File: config.mk
export PLATFORM = sky130hd
export DESIGN_NAME = intp_svc
export DESIGN_NICKNAME = d
export VERILOG_FILES = /design/src/rtl/intp_svc.sv
export SDC_FILE = /design/constraint.sdc
export NUM_CORES = 1
export LEC_CHECK = 0
export CORE_MARGIN = 5
export CORE_UTILIZATION = 40
export DETAILED_ROUTE_END_ITERATION = 10
export MAX_ROUTING_LAYER = met4
export PLACE_DENSITY = 0.76
export SYNTH_ARGS = -nofsm -noshare
export SYNTH_HDL_FRONTEND = slang
export SYNTH_SLANG_ARGS = --single-unit
export TNS_END_PERCENT = 20
File: constraint.sdc
create_clock -name clk -period 2.38 [get_ports clk]
set_input_delay 0.476 -clock clk [delete_from_list [all_inputs] [get_ports clk]]
set_output_delay 0.476 -clock clk [all_outputs]
set_load 0.05 [all_outputs]
File: src/rtl/intp_svc.sv
// Interrupt service sequencer: picks the highest-priority pending source,
// hands its vector to a handler, then pulses a clear back to the manager.
module intp_svc #(
   parameter int SIG_WIDTH = 8,
   parameter int VEC_WIDTH = 3,
   parameter int TMO_WIDTH = 16
) (
   input  logic                 clk,
   input  logic                 rst,
   input  logic                 intp_sig_out,
   input  logic [SIG_WIDTH-1:0] intp_sig_stat,
   input  logic [SIG_WIDTH-1:0] intp_sig_mask,
   input  logic                 svc_en,
   input  logic [TMO_WIDTH-1:0] tmo_limit,
   output logic                 vec_valid,
   output logic [VEC_WIDTH-1:0] vec_id,
   input  logic                 vec_ready,
   input  logic                 svc_done,
   output logic [SIG_WIDTH-1:0] intp_sig_clr,
   output logic                 svc_busy,
   output logic                 tmo_err,
   input  logic                 tmo_err_clr
);

   localparam logic [2:0] S_IDLE    = 3'd0;
   localparam logic [2:0] S_PICK    = 3'd1;
   localparam logic [2:0] S_PRESENT = 3'd2;
   localparam logic [2:0] S_SERVICE = 3'd3;
   localparam logic [2:0] S_CLEAR   = 3'd4;
   localparam logic [2:0] S_SETTLE  = 3'd5;

   localparam logic [SIG_WIDTH-1:0] ONE = {{(SIG_WIDTH-1){1'b0}}, 1'b1};

   logic [2:0]           state_q;
   logic [2:0]           state_d;
   logic [VEC_WIDTH-1:0] vec_q;
   logic [TMO_WIDTH-1:0] cnt_q;
   logic                 err_q;

   logic [SIG_WIDTH-1:0] pend;
   logic [VEC_WIDTH-1:0] pick_id;
   logic                 pick_any;
   logic                 tmo_hit;
   logic                 hshake;
   logic                 tmo_set;

   assign pend     = intp_sig_stat & ~intp_sig_mask;
   assign pick_any = |pend;

   // Scan downward so the lowest set index is the one left standing.
   always_comb begin
      pick_id = '0;
      for (int i = SIG_WIDTH - 1; i >= 0; i--) begin
         if (pend[i]) pick_id = VEC_WIDTH'(i);
      end
   end

   assign tmo_hit = (tmo_limit != '0) && (cnt_q == tmo_limit);
   assign hshake  = (state_q == S_PRESENT) && vec_ready;
   assign tmo_set = (state_q == S_SERVICE) && !svc_done && tmo_hit;

   always_comb begin
      state_d = state_q;
      unique case (state_q)
         S_IDLE: begin
            if (svc_en && intp_sig_out) state_d = S_PICK;
         end
         S_PICK: begin
            state_d = pick_any ? S_PRESENT : S_IDLE;
         end
         S_PRESENT: begin
            if (vec_ready) state_d = S_SERVICE;
         end
         S_SERVICE: begin
            if (svc_done || tmo_hit) state_d = S_CLEAR;
         end
         S_CLEAR:  state_d = S_SETTLE;
         S_SETTLE: state_d = S_IDLE;
         default:  state_d = S_IDLE;
      endcase
   end

   always_ff @(posedge clk or posedge rst) begin
      if (rst) begin
         state_q <= S_IDLE;
      end else begin
         state_q <= state_d;
      end
   end

   // Vector is latched only in PICK so later mask/status moves are ignored.
   always_ff @(posedge clk or posedge rst) begin
      if (rst) begin
         vec_q <= '0;
      end else if (state_q == S_PICK && pick_any) begin
         vec_q <= pick_id;
      end
   end

   always_ff @(posedge clk or posedge rst) begin
      if (rst) begin
         cnt_q <= '0;
      end else if (hshake) begin
         cnt_q <= '0;
      end else if (state_q == S_SERVICE && !svc_done && !tmo_hit) begin
         cnt_q <= cnt_q + 1'b1;
      end
   end

   always_ff @(posedge clk or posedge rst) begin
      if (rst) begin
         err_q <= 1'b0;
      end else if (tmo_set) begin
         err_q <= 1'b1;
      end else if (tmo_err_clr) begin
         err_q <= 1'b0;
      end
   end

   assign vec_valid    = (state_q == S_PRESENT);
   assign vec_id       = vec_q;
   assign svc_busy     = (state_q != S_IDLE);
   assign tmo_err      = err_q;
   assign intp_sig_clr = (state_q == S_CLEAR) ? (ONE << vec_q) : '0;

endmodule

==> flow_summary.yaml, run 1 <==
timing:
  finalSetupViolCount: 0
  tightest_slew_ps: 504
  min_period_ps: 2270
  clock_skew_ps: 1.05
  final_hold_viol_count: 0
  rsz0062_at_grt: "no"
  slew_headroom_pct: 66.3
  whs_ps: 544
  max_freq_mhz: 441
  fin_crit_sh_pct: 95.2
  slew_viol_final: 0
power:
  finalPower_w: 0.00156
  pwr-share-seq_pct: 36.5
  comb_power_share_pct: 47.6
  p_int_w: 0.000887
  sw_frac_of_total_pct: 43.2
  p_leak_nw: 0.926
  p_per_area_nw_per_um2: 669
  clockPowerShare_pct: 15.8
  ir_worst_vdd_mv: 0.423
  p_switching_w: 0.000675
clocking:
  cts-root-buf: "clkbuf_8"
  cts_tree: "yes"
  clock_latency_ps: 260
  numCtsBuffers: 3
  ctsLongestPathBuffers: 2
  h-tree-depth: 1
  hold_buffers: 0
  path_clk_slew_ps: 80
  clock_sinks: 23
setup_path:
  cp-end-kind: "output port"
  arrival_ps: 1790
  critPathMaxFanout: 6
  crit_required_ps: 1900
  crit_type: "reg -> out"
  reg2reg_from: "cnt_q[10]"
  cp-start-kind: "flip-flop"
  cp-startpoint: "state_q[2]"
synthesis:
  yosysSeqAreaShare_pct: 37.0
  synthCells: 181
  syn-num-nets: 221
  synth_edf_count: 0
  syn_avg_cell_area_sq_um: 8.59
  synth.distinct_cells: 37
  yosys_warnings: 0
  synth_area_sq_um: 1560
  async_flop_share_pct: 100
  synth-seq-cells: 23
  synth_top_area_share_pct: 37.0
  synth_ff_type: "dfrtp_1"
  synth.area.top_cells: "dfrtp_1 (37%), xnor2_1 (11%), a21oi_1 (5.5%), nand2_1 (5.3%), nor2_1 (4.8%)"
  yosysTopAreaCell: "dfrtp_1"
outcome:
  status: "complete, no violations"
final_layout:
  final_cells: 293
  area_growth_pct: 50.1
  final_cell_area_sq_um: 2330
  drive_above_1_share_pct: 12.7
  final_nets: 286
  num_antenna_cells: 0
  fill_cells: 331
floorplanning:
  boundaryPins: 53
  fp-row-count: 22
  die_y_microns: 72.4
  initial_core_util_pct: 41.9
  core_sq_um: 3720
  dieArea_sq_um: 5240
  die_w_microns: 72.4
detailed_routing:
  postRouteAntennaNets: 0
  first_pass_iters: 5
  via_per_inst: 5.31
  num_vias: 1556
  wl_per_cell_microns: 14.8
  first_iter_violations: 149
  finalWirelength_microns: 4320
  route.detailed.drc: 0
min_path:
  worstHoldStart: "cnt_q[14]"
  hold_path_class: "reg -> reg"
placed_design:
  gp_congestion: 0.852
  placed_cell_area_sq_um: 2280
  port_buffers: 52
  dp.cells: 289
  hpwl_microns: 3530
global_route:
  grt_pass1_wl_microns: 7010
  grt_pass1_vias: 1500
  grtUsageTotal_pct: 17.3
  grt_remaining_overflow: 0
  antenna_found_initial: 0
  grt_max_degree: 24
flow_run:
  maxCapViolCount: 0
sequential cells by signal, summed over array words and instances, names as in the netlist:
register and cells:
cnt_q 16, vec_id 3, tmo_err 1, state_q 3
per-layer routing:
layer	track usage [%]	part of all wire [%]	up-vias
li1	-	-	777
met1	21.6	42	722
met2	29.0	53	49
met3	2.22	4.4	8
met4	5.22	1.4	0
met5	-	0	-
power groups by stage:
stage / Combinational, W / Sequential (W) / Clock [W]
2_1_floorplan: 0.000387 / 0.000628 / 0
5_1_grt: 0.000801 / 0.000591 / 0.000270
6_report: 0.000744 / 0.000571 / 0.000247
4_1_cts: 0.000745 / 0.000568 / 0.000253
3_3_place_gp: 0.000733 / 0.000573 / 0
3_5_place_dp: 0.000743 / 0.000575 / 0
synthesized netlist by cell type (4+ instances only):
master and instances:
and2_1 4, nand4_1 7, or3_1 5, nor2_1 20
xnor2_1 19, nor4_2 4, nor2b_1 6, o31ai_1 4
nand2b_1 5, dfrtp_1 23, and3_1 5, nand2_1 22
a21oi_1 17, o21ai_0 8
cell type report:
cell class                      count  area (sq um)  area share, %
Multi-Input combinational cell    153           970           41.5
Timing Repair Buffer               62           673           28.8
Sequential cell                    23           576           24.7
Tap cell                           48          60.1           2.57
Clock buffer                        4          45.0           1.93
Inverter                            3          11.3          0.482
cells in the final DEF (no fill, tap or decap), drive strengths merged, types with 6 or more instances in the layout:
master	Yosys	layout
nor2	20	20
nand4	7	7
buf	1	19
dfrtp	23	23
xnor2	19	19
o21ai	8	8
a21oi	17	17
clkdlybuf4s50	0	43
nand2	22	22
nor2b	6	6
metrics by stage:
stage                     worst slack (ps)  util (%)  TNS (ps)
final                                  114      62.8         0
after global routing                  31.4      62.8         0
after CTS                             91.1      62.7         0
after detailed placement             -79.6      61.5      -202
after global placement               -37.9      61.5      -126
after floorplan                      -6.73         -     -6.73
final timing paths:
kind                                   to  depth (start not counted)  slack, ps
worst max-delay path             svc_busy                          2        110
worst min-delay path            cnt_q[14]                          1        540
worst max register to register  cnt_q[11]                          7        370
worst min register to register  cnt_q[14]                          1        540
max in group asynchronous         tmo_err                          3       1600
min in group asynchronous       cnt_q[15]                          3        550
critical path, stage by stage, from the launching register on:
cell and delay [ps]:
dfrtp_1 430, or3_1 380, clkdlybuf4s50_1 710
what timing repair did:
action,in CTS,in global routing
gates resized for setup,0,1
setup endpoints to repair,0,1
setup buffers,0,0
hold endpoints to repair,0,0
cell families after synthesis:
kind of cell    after synthesis  share of synthesized area (%)
simple gates                 91                           32.3
compound gates               38                           15.5
flops                        23                           37.0
xor+xnor                     21                           11.8
buf+inv                       5                           1.29
mux                           2                           1.29
fa+ha+maj                     1                          0.804
Note: power is estimated with default switching activity, not from simulation.
==> run 2, diff against run 1 <==
Settings changed: CORE_ASPECT_RATIO from default to 1.4, SKIP_CTS_REPAIR_TIMING from default to 1.
==> flow_summary.yaml, run 2 (synthesized netlist as in run 1, its figures left out) <==
outcome:
  status: "complete, no violations"
min_path:
  hold_path_class: "reg -> reg"
  worstHoldStart: "cnt_q[15]"
  min_to: "cnt_q[15]"
  hold_depth: 1
power:
  finalPower_w: 0.00156
  comb_power_share_pct: 48.3
  ir_worst_vdd_mv: 0.702
  p_leak_nw: 0.944
  p_per_area_nw_per_um2: 661
  sw_frac_of_total_pct: 42.7
  p_switching_w: 0.000665
  clockPowerShare_pct: 15.5
  p_int_w: 0.000892
  pwr-share-seq_pct: 36.2
setup_path:
  crit_required_ps: 1900
  critPathMaxFanout: 6
  cp-start-kind: "flip-flop"
  crit_type: "reg -> out"
  cp_num_buf_inv: 1
  critPathMaxStageDelay_ps: 710
  arrival_ps: 1810
  path_depth: 2
  reg2reg_from: "cnt_q[0]"
  worst-r2r-cell-count: 7
  cp_top_family: "buffers and inverters"
  r2r_end: "cnt_q[6]"
  path_cells: "or3_1, clkdlybuf4s50_1"
  cp_slowest_cell: "clkdlybuf4s50_1"
  r2r_slack_ps: 430
  cp-end-kind: "output port"
floorplanning:
  dieArea_sq_um: 5250
  fp-row-count: 26
  initial_core_util_pct: 41.9
  die_y_microns: 83.8
  boundaryPins: 53
  core_sq_um: 3710
  die_w_microns: 62.7
placed_design:
  dp.cells: 287
  hpwl_microns: 3560
  placed_cell_area_sq_um: 2310
  port_buffers: 52
  gp_congestion: 0.921
clocking:
  clock_sinks: 23
  ctsLongestPathBuffers: 2
  numCtsBuffers: 3
  h-tree-depth: 1
  cts-root-buf: "clkbuf_8"
  cts_tree: "yes"
  clock_latency_ps: 260
  path_clk_slew_ps: 80
detailed_routing:
  postRouteAntennaNets: 0
  wl_per_cell_microns: 14.5
  route.detailed.drc: 0
  first_pass_iters: 4
  finalWirelength_microns: 4230
  first_iter_violations: 31
  num_vias: 1591
  via_per_inst: 5.47
final_layout:
  final_cells: 291
  largest_reg_flops: 16
  drive_above_1_share_pct: 14.1
  final_cell_mix: "clkdlybuf4s50_1 (43), dfrtp_1 (23), nand2_1 (22)"
  final_nets: 290
  largest-register: "cnt_q"
  area_growth_pct: 51.6
  num_antenna_cells: 0
  layout_commonest_cell: "clkdlybuf4s50_1"
  final_cell_area_sq_um: 2360
global_route:
  grt_pass1_vias: 1609
  grt_remaining_overflow: 0
  antenna_found_initial: 0
  grtUsageTotal_pct: 16.9
  grt_max_degree: 24
  grt_pass1_wl_microns: 7260
timing:
  whs_ps: 534
  rsz0062_at_grt: "no"
  slew_headroom_pct: 65.7
  tightest_slew_ps: 512
  final_hold_viol_count: 0
  max_freq_mhz: 437
  min_period_ps: 2290
  fin_crit_sh_pct: 96.1
  slew_viol_final: 0
  clock_skew_ps: 7.22
  finalSetupViolCount: 0
flow_run:
  maxCapViolCount: 0
## run 2: cell types whose count changed in the layout (fill, tap and decap cells not counted), sizes merged
cell,delta
buf,+4
## run 2: area by class of cell
type	instances	area (sq um)
multi-input cells	153	970
repair buffers	66	703
clock buffers	4	45.0
well taps	42	52.6
flip-flops and latches	23	576
inverters	3	11.3
fillers	337	1350
## run 2: power by group through the flow
| stage | combinational [W] | clock [W] | sequential [W] |
|---|---|---|---|
| 6_report | 0.000752 | 0.000241 | 0.000564 |
| 5_1_grt | 0.000815 | 0.000263 | 0.000582 |
| 4_1_cts | 0.000757 | 0.000248 | 0.000560 |
| 3_5_place_dp | 0.000755 | 0 | 0.000567 |
| 3_3_place_gp | 0.000744 | 0 | 0.000564 |
| 2_1_floorplan | 0.000387 | 0 | 0.000628 |
## run 2: how the worst max path moves through the flow
stage,slack [ps],end,from
floorplan,-7,intp_sig_clr[0],state_q[0]
detailed placement,-80,cnt_q[6],tmo_limit[0]
global route,40,svc_busy,state_q[0]
finish,90,svc_busy,state_q[2]
global placement,-90,cnt_q[6],tmo_limit[0]
CTS,100,svc_busy,state_q[2]
## run 2: per-layer routing
| layer | global-route usage (%) | part of all wire, % | routed length (microns) |
|---|---|---|---|
| met2 | 32.2 | 57 | 2400 |
| met3 | 2.70 | 4.3 | 180 |
| met4 | 3.67 | 0.64 | 27 |
| met1 | 17.8 | 38 | 1620 |
| met5 | - | 0 | 0 |
## run 2: metrics by stage
stage | util (%) | setup TNS [ps] | setup slack (ps)
floorplan | - | -6.73 | -6.73
global placement | 62.2 | -462 | -91.8
detailed placement | 62.2 | -435 | -80.3
CTS | 63.4 | 0 | 96.2
global route | 63.6 | 0 | 43.8
finish | 63.6 | 0 | 92.2
==> run 3, diff against run 2 <==
Settings changed: CORE_UTILIZATION 40 to 35, PLACE_DENSITY 0.76 to 0.68.
==> flow_summary.yaml, run 3 (synthesized netlist as in run 1, its figures left out) <==
clocking:
  ctsLongestPathBuffers: 2
  path_clk_slew_ps: 90
  numCtsBuffers: 3
  clock_sinks: 23
  cts_tree: "yes"
  cts-root-buf: "clkbuf_8"
  h-tree-depth: 1
  clock_latency_ps: 270
floorplanning:
  initial_core_util_pct: 36.4
  core_sq_um: 4270
  dieArea_sq_um: 5900
  die_w_microns: 66.3
  fp-row-count: 28
  die_y_microns: 88.9
  boundaryPins: 53
outcome:
  status: "complete, no violations"
detailed_routing:
  num_vias: 1569
  postRouteAntennaNets: 0
  first_iter_violations: 71
  route.detailed.drc: 0
  finalWirelength_microns: 4310
  first_pass_iters: 4
  via_per_inst: 5.14
  wl_per_cell_microns: 14.1
setup_path:
  cp-startpoint: "state_q[2]"
  crit_required_ps: 1900
  reg2reg_from: "cnt_q[11]"
  worst-r2r-cell-count: 7
  cp-start-kind: "flip-flop"
  critPathMaxFanout: 6
  arrival_ps: 1810
  r2r_slack_ps: 400
  cp-end-kind: "output port"
  crit_type: "reg -> out"
placed_design:
  hpwl_microns: 3570
  placed_cell_area_sq_um: 2300
  port_buffers: 52
  dp.cells: 301
  gp_congestion: 0.847
timing:
  slew_viol_final: 0
  rsz0062_at_grt: "no"
  tightest_slew_ps: 520
  fin_crit_sh_pct: 96.2
  max_freq_mhz: 437
  clock_skew_ps: 9.20
  final_hold_viol_count: 0
  min_period_ps: 2290
  fin_setup_tns_ps: 0
  slew_headroom_pct: 65.2
  finalSetupViolCount: 0
power:
  p_per_area_nw_per_um2: 662
  clockPowerShare_pct: 16.2
  pwr-share-seq_pct: 36.2
  p_switching_w: 0.000672
  comb_power_share_pct: 47.6
  sw_frac_of_total_pct: 43.1
  p_leak_nw: 0.926
  ir_worst_vdd_mv: 0.444
  p_int_w: 0.000886
global_route:
  grt_remaining_overflow: 0
  grtUsageTotal_pct: 16.1
  grt_pass1_vias: 1630
  antenna_found_initial: 0
  grt_pass1_wl_microns: 7160
  grt_max_degree: 24
final_layout:
  largest_reg_flops: 16
  final_cell_mix: "clkdlybuf4s50_1 (43), dfrtp_1 (23), nand2_1 (22)"
  layout_commonest_cell: "clkdlybuf4s50_1"
  num_antenna_cells: 0
  final_cells: 305
  fill_cells: 404
  largest-register: "cnt_q"
  drive_above_1_share_pct: 13.1
  final_nets: 286
  final_cell_area_sq_um: 2350
  area_growth_pct: 51.3
min_path:
  hold_path_class: "reg -> reg"
  hold_depth: 1
  worstHoldStart: "cnt_q[15]"
flow_run:
  maxCapViolCount: 0
[run 3: cell types whose count changed in the layout (fill, tap and decap cells not counted)]
| cell | change |
|---|---|
| buf_4 | -4 |
| clkbuf_1 | -1 |
| clkinvlp_4 | +1 |
[run 3: through the flow]
| stage | util (%) | setup WS (ps) | total power (W) | hold WS (ps) |
|---|---|---|---|---|
| detailed placement | 53.8 | -126 | 0.00131 | 498 |
| CTS | 54.9 | 64.6 | 0.00156 | 518 |
| floorplan | - | -6.73 | 0.00102 | 472 |
| global placement | 53.8 | -56.7 | 0.00130 | 492 |
| global route | 55.1 | 51.5 | 0.00165 | 560 |
| finish | 55.1 | 90.7 | 0.00156 | 510 |
[run 3: critical path: stages (launching register included)]
cell and delay (ps):
dfrtp_1 450, or3_1 380, clkdlybuf4s50_1 710
[run 3: final timing paths]
path / endpoint
max in group asynchronous: cnt_q[3]
min in group asynchronous: vec_id[1]
hold reg to reg: cnt_q[15]
hold / removal: cnt_q[15]
setup / recovery: svc_busy
setup reg to reg: cnt_q[11]
[run 3: final cells by class]
| class | count | area, sq um | share of cell area (%) |
|---|---|---|---|
| clock buffer | 3 | 41.3 | 1.75 |
| clock inverter | 1 | 7.51 | 0.319 |
| inverter | 3 | 11.3 | 0.478 |
| multi-input combinational | 153 | 970 | 41.2 |
| sequential | 23 | 576 | 24.5 |
| tap | 60 | 75.1 | 3.19 |
| timing repair buffer | 62 | 673 | 28.6 |
[run 3: routing by layer]
layer	up-vias	routed length, microns	GRT usage (%)
met5	-	0	-
met4	0	111	7.02
met3	8	184	2.41
met2	51	2350	28.7
met1	732	1670	17.5
li1	778	-	-
[run 3: power groups by stage]
stage / logic, W / clock network, W / registers [W]
2_1_floorplan: 0.000387 / 0 / 0.000628
5_1_grt: 0.000804 / 0.000273 / 0.000576
3_5_place_dp: 0.000743 / 0 / 0.000568
3_3_place_gp: 0.000737 / 0 / 0.000567
6_report: 0.000741 / 0.000253 / 0.000564
4_1_cts: 0.000745 / 0.000257 / 0.000560
